## src/rtl/fc_result_argmax.sv

```systemverilog
// fc_result_argmax: collects the FC output scores from the result RAM after
// fc_1_finish rises and reports the signed argmax over a valid/ready handshake.
// Optional feature: define FC_RESULT_SCORE_EN to drive the winning score on
// class_score; otherwise class_score is tied to zero.
module fc_result_argmax #(
   parameter int unsigned DATA_SIZE   = 16,
   parameter int unsigned NUM_CLASSES = 10,
   parameter int unsigned ADDR_WIDTH  = 4
) (
   input  logic                  clk,
   input  logic                  rst,
   input  logic                  fc_1_finish,
   output logic                  rd_en,
   output logic [ADDR_WIDTH-1:0] rd_addr,
   input  logic [DATA_SIZE-1:0]  rd_data,
   output logic                  result_valid,
   input  logic                  result_ready,
   output logic [ADDR_WIDTH-1:0] class_idx,
   output logic [DATA_SIZE-1:0]  class_score,
   output logic                  busy,
   output logic                  overrun
);

   localparam logic [ADDR_WIDTH-1:0] LAST_ADDR = ADDR_WIDTH'(NUM_CLASSES - 1);

   typedef enum logic [1:0] {
      S_IDLE  = 2'd0,
      S_READ  = 2'd1,
      S_DRAIN = 2'd2,
      S_HOLD  = 2'd3
   } state_t;

   state_t                       state;
   state_t                       state_nxt;
   logic                         fin_q;
   logic                         start;
   logic                         smp_vld;
   logic [ADDR_WIDTH-1:0]        smp_idx;
   logic signed [DATA_SIZE-1:0]  max_val;
   logic signed [DATA_SIZE-1:0]  max_val_nxt;
   logic [ADDR_WIDTH-1:0]        max_idx;
   logic [ADDR_WIDTH-1:0]        max_idx_nxt;
   logic                         take_new;
   logic                         rd_en_nxt;
   logic [ADDR_WIDTH-1:0]        rd_addr_nxt;
   logic                         valid_nxt;

   // Rising edge of the FC completion level starts a collection
   assign start = fc_1_finish & ~fin_q;

   // Running signed maximum; address 0 seeds it, ties keep the lower index
   always_comb begin
      take_new    = 1'b0;
      max_val_nxt = max_val;
      max_idx_nxt = max_idx;
      if (smp_vld) begin
         if (smp_idx == '0) begin
            take_new = 1'b1;
         end else if ($signed(rd_data) > max_val) begin
            take_new = 1'b1;
         end
      end
      if (take_new) begin
         max_val_nxt = $signed(rd_data);
         max_idx_nxt = smp_idx;
      end
   end

   // Next-state and next-output logic for the collection sequencer
   always_comb begin
      state_nxt   = state;
      rd_en_nxt   = 1'b0;
      rd_addr_nxt = rd_addr;
      valid_nxt   = 1'b0;
      case (state)
         S_IDLE: begin
            if (start) begin
               state_nxt   = S_READ;
               rd_en_nxt   = 1'b1;
               rd_addr_nxt = '0;
            end
         end
         S_READ: begin
            if (rd_addr == LAST_ADDR) begin
               state_nxt = S_DRAIN;
            end else begin
               rd_en_nxt   = 1'b1;
               rd_addr_nxt = rd_addr + ADDR_WIDTH'(1);
            end
         end
         S_DRAIN: begin
            state_nxt = S_HOLD;
            valid_nxt = 1'b1;
         end
         S_HOLD: begin
            if (result_ready) begin
               state_nxt = S_IDLE;
            end else begin
               valid_nxt = 1'b1;
            end
         end
         default: begin
            state_nxt = S_IDLE;
         end
      endcase
   end

   // State register
   always_ff @(posedge clk) begin
      if (rst) begin
         state <= S_IDLE;
      end else begin
         state <= state_nxt;
      end
   end

   // Registered outputs, read-data pipeline tags and compare registers
   always_ff @(posedge clk) begin
      if (rst) begin
         fin_q        <= 1'b0;
         rd_en        <= 1'b0;
         rd_addr      <= '0;
         smp_vld      <= 1'b0;
         smp_idx      <= '0;
         max_val      <= '0;
         max_idx      <= '0;
         result_valid <= 1'b0;
         busy         <= 1'b0;
         overrun      <= 1'b0;
         class_idx    <= '0;
      end else begin
         fin_q        <= fc_1_finish;
         rd_en        <= rd_en_nxt;
         rd_addr      <= rd_addr_nxt;
         smp_vld      <= rd_en;
         smp_idx      <= rd_addr;
         max_val      <= max_val_nxt;
         max_idx      <= max_idx_nxt;
         result_valid <= valid_nxt;
         busy         <= (state_nxt != S_IDLE);
         overrun      <= start & (state != S_IDLE);
         if (state == S_DRAIN) begin
            class_idx <= max_idx_nxt;
         end
      end
   end

`ifdef FC_RESULT_SCORE_EN
   // Winning score captured together with class_idx
   always_ff @(posedge clk) begin
      if (rst) begin
         class_score <= '0;
      end else if (state == S_DRAIN) begin
         class_score <= max_val_nxt;
      end
   end
`else
   assign class_score = '0;
`endif

endmodule

```

## config.mk

```make
export PLATFORM = sky130hd
export DESIGN_NAME = fc_result_argmax
export DESIGN_NICKNAME = d
export VERILOG_FILES = /design/src/rtl/fc_result_argmax.sv
export SDC_FILE = /design/constraint.sdc
export NUM_CORES = 1
export LEC_CHECK = 0
export CORE_ASPECT_RATIO = 0.5
export CORE_MARGIN = 1
export CORE_UTILIZATION = 51
export CTS_BUF_LIST = sky130_fd_sc_hd__clkbuf_8
export CTS_CLUSTER_SIZE = 30
export DETAILED_ROUTE_END_ITERATION = 8
export MAX_ROUTING_LAYER = met4
export PLACE_DENSITY_LB_ADDON = 0.05
export SLEW_MARGIN = 30
export SYNTH_ARGS = -nofsm -noshare
export SYNTH_HDL_FRONTEND = slang
export SYNTH_SLANG_ARGS = --single-unit
```

## constraint.sdc

```tcl
create_clock -name clk -period 3.05 [get_ports clk]
set_input_delay 0.4575 -clock clk [delete_from_list [all_inputs] [get_ports clk]]
set_output_delay 0.4575 -clock clk [all_outputs]
set_load 0.02 [all_outputs]
```

==> flow_summary.json, run 1 <==
{
  "status": "complete, no violations",
  "synth_compound_area_share_pct": 9.83,
  "synth_area_leader_cell": "dfxtp_1",
  "clock-sinks": 40,
  "synth-seq-cells": 40,
  "path_max_fanout": 12,
  "syn_area_sq_mm": 0.00202,
  "required_ps": 3280,
  "root_buffer": "clkbuf_8",
  "die_x_um": 91.1,
  "ios": 48,
  "cts_made_buffers": 5,
  "crit_type": "in -> reg",
  "drv_cap": 0,
  "layout_setup_ws_ps": 365,
  "nFillCells": 310,
  "routed_wl_mm": 3.68,
  "grt_pass1_vias": 1407,
  "fmax_mhz": 372,
  "dieArea_sq_mm": 0.00424,
  "grtUsageTotal_pct": 20.0,
  "drtIter0Drc": 28,
  "holdCritPathClass": "reg -> reg",
  "drive_gt1_share_pct": 4.65,
  "yosysTopAreaCellShare_pct": 39.6,
  "crit_arrival_ps": 2910,
  "pre_cts_slack_ps": 84.8,
  "dp_hpwl_mm": 2.58,
  "post_drt_wl_per_cell_um": 11.9,
  "layout.cells.non_filler": 309,
  "gr-total-overflow": 0,
  "clockBufferDepth": 2,
  "yosysSeqAreaShare_pct": 39.6,
  "synth_cell_types": 32,
  "diodes": 0,
  "async_flop_share_pct": 0,
  "fin_crit_sh_pct": 88.0,
  "finalClockSkew_ps": 12.0,
  "ys.flop_type": "dfxtp_1",
  "syn-instance-count": 224,
  "place.gp.congestion": 0.758,
  "setup-tns-final_ps": 0,
  "crit_path_end_kind": "flip-flop",
  "fin_crit_ps": 2680,
  "core_sq_mm": 0.00360,
  "drtAntennaViolNets": 0,
  "rsz0062_at_grt": "false",
  "relSlewSlack_pct": 40.5,
  "final-setup-viol-count": 0,
  "final_common_cell": "dfxtp_1",
  "p_total_mw": 1.20,
  "clk_pin_slew_ps": 90,
  "worst_slew_pin_slew_ps": 889,
  "io_buffers": 31,
  "synth_area_per_cell_sq_um": 9.04,
  "antenna_found_initial": 0,
  "grt_pass1_wl_mm": 6.14,
  "finalHoldViolations": 0,
  "avgViaCountPerCell": 4.93,
  "cts_resized": 0,
  "place_inst": 301,
  "synth_simple_gate_area_share_pct": 18.4,
  "ir_drop_mv": 0.225,
  "vias": 1524,
  "grt_max_degree": 27,
  "leakage_nw": 0.964,
  "initial_utilization_pct": 56.2,
  "yosys-mux-area-fraction_pct": 8.41,
  "synth_edf_count": 0,
  "drv_slew": 0,
  "cts.htree.levels": 2,
  "area_delta_synth_final_pct": 20.9,
  "tritoncts": "done",
  "drc": 0,
  "clkLatencyLatePin_ps": 290,
  "rows": 15,
  "postCtsSetupBuffers": 0,
  "powerDensity_mw_per_mm2": 492,
  "layout.nets": 295,
  "dieHeight_um": 46.6,
  "synth_top_family_by_area": "simple AND/OR/NAND/NOR gates",
  "synthAdderAreaFrac_pct": 11.1,
  "ys_warn_count": 0,
  "layout_common_cells": "dfxtp_1, clkdlybuf4s50_1, nor2_1",
  "cp-start-kind": "input pin",
  "postCtsHoldBufs": 0,
  "synthXorXnorAreaFrac_pct": 0.865,
  "drtPass1Iterations": 4,
  "ys_top_cells_by_area": "dfxtp_1, ha_1, mux2i_1"
}
## power breakdown
| part | internal [mW] | total, mW | switching, mW |
|---|---|---|---|
| clock | 0.268 | 0.457 | 0.190 |
| sequential | 0.541 | 0.553 | 0.0113 |
| combinational | 0.0890 | 0.193 | 0.104 |
| total | 0.898 | 1.20 | 0.305 |
## path summary, 6_finish.rpt
check | start | depth (start not counted) | slack, ps | to
hold reg to reg | max_val[6]$_SDFFE_PP0P_ | 2 | 500 | max_val[6]$_SDFFE_PP0P_
setup reg to reg | max_val[15]$_SDFFE_PP0P_ | 9 | 610 | class_idx[3]$_SDFFE_PP0P_
setup / recovery | rd_data[15] | 9 | 370 | class_idx[3]$_SDFFE_PP0P_
hold / removal | max_val[6]$_SDFFE_PP0P_ | 2 | 500 | max_val[6]$_SDFFE_PP0P_
## layer usage
layer / vias up / global-route usage (%) / wire length [um]
met2: 49 / 33.2 / 1550
li1: 790 / - / -
met4: 0 / 6.67 / 25
met1: 681 / 24.0 / 1920
met3: 4 / 5.78 / 180
met5: - / - / 0
## through the flow
step | hold slack (ps) | util [%] | area [sq um]
finish | 496 | 67.9 | 2450
floorplan | 460 | - | 2080
CTS | 495 | 67.9 | 2450
global route | 512 | 67.9 | 2450
detailed placement | 473 | 64.5 | 2330
global placement | 472 | 64.5 | 2330
## sequential cells by signal, indices dropped and copies added, names as in the netlist
name and flops:
fin_q 1, smp_vld 1, max_val 16, overrun 1
state 2, smp_idx 4, class_idx 4, rd_addr 4
rd_en 1, busy 1, max_idx 4, result_valid 1
## kinds of logic (layout without fill, tap and decap cells)
logic type,Yosys count,count (layout)
other,1,16
buffers and inverters,44,63
XOR/XNOR,2,2
multiplexers,17,17
flip-flops,40,40
AND/OR/NAND/NOR,71,71
adder cells (fa/ha/maj),18,18
AO/OA/AOI/OAI,31,31
## synth_stat cells, types with 5 or more instances
master     number
clkbuf_1        5
inv_1          21
buf_4          17
ha_1           18
mux2i_1        17
nand4_1         5
a21oi_1        10
nand2b_1        7
nor2b_1         8
a2bb2oi_1       5
nand2_1         8
nor2_1         27
dfxtp_1        40
## cell type report
class / instances / area [sq um] / area share, %
Timing Repair Buffer: 34 / 333 / 13.6
Inverter: 21 / 78.8 / 3.22
Sequential cell: 40 / 801 / 32.7
Tap cell: 51 / 63.8 / 2.61
Clock inverter: 2 / 38.8 / 1.58
Clock buffer: 6 / 82.6 / 3.37
Multi-Input combinational cell: 155 / 1050 / 42.9
## worst max-delay path, cell delays in order
cell,delay [ps]
clkdlybuf4s50_1,420
ha_1,360
nand4_1,190
or4_1,600
a31oi_1,240
a31oi_2,70
buf_4,230
a2bb2oi_1,190
o21ai_1,150
Power figures use the tool's default switching activity.
==> run 2: changes to the inputs <==
- CORE_MARGIN: 1 -> not set
==> results of run 2 <==
The final DEF is identical to that of run 1; final timing and power are the same.
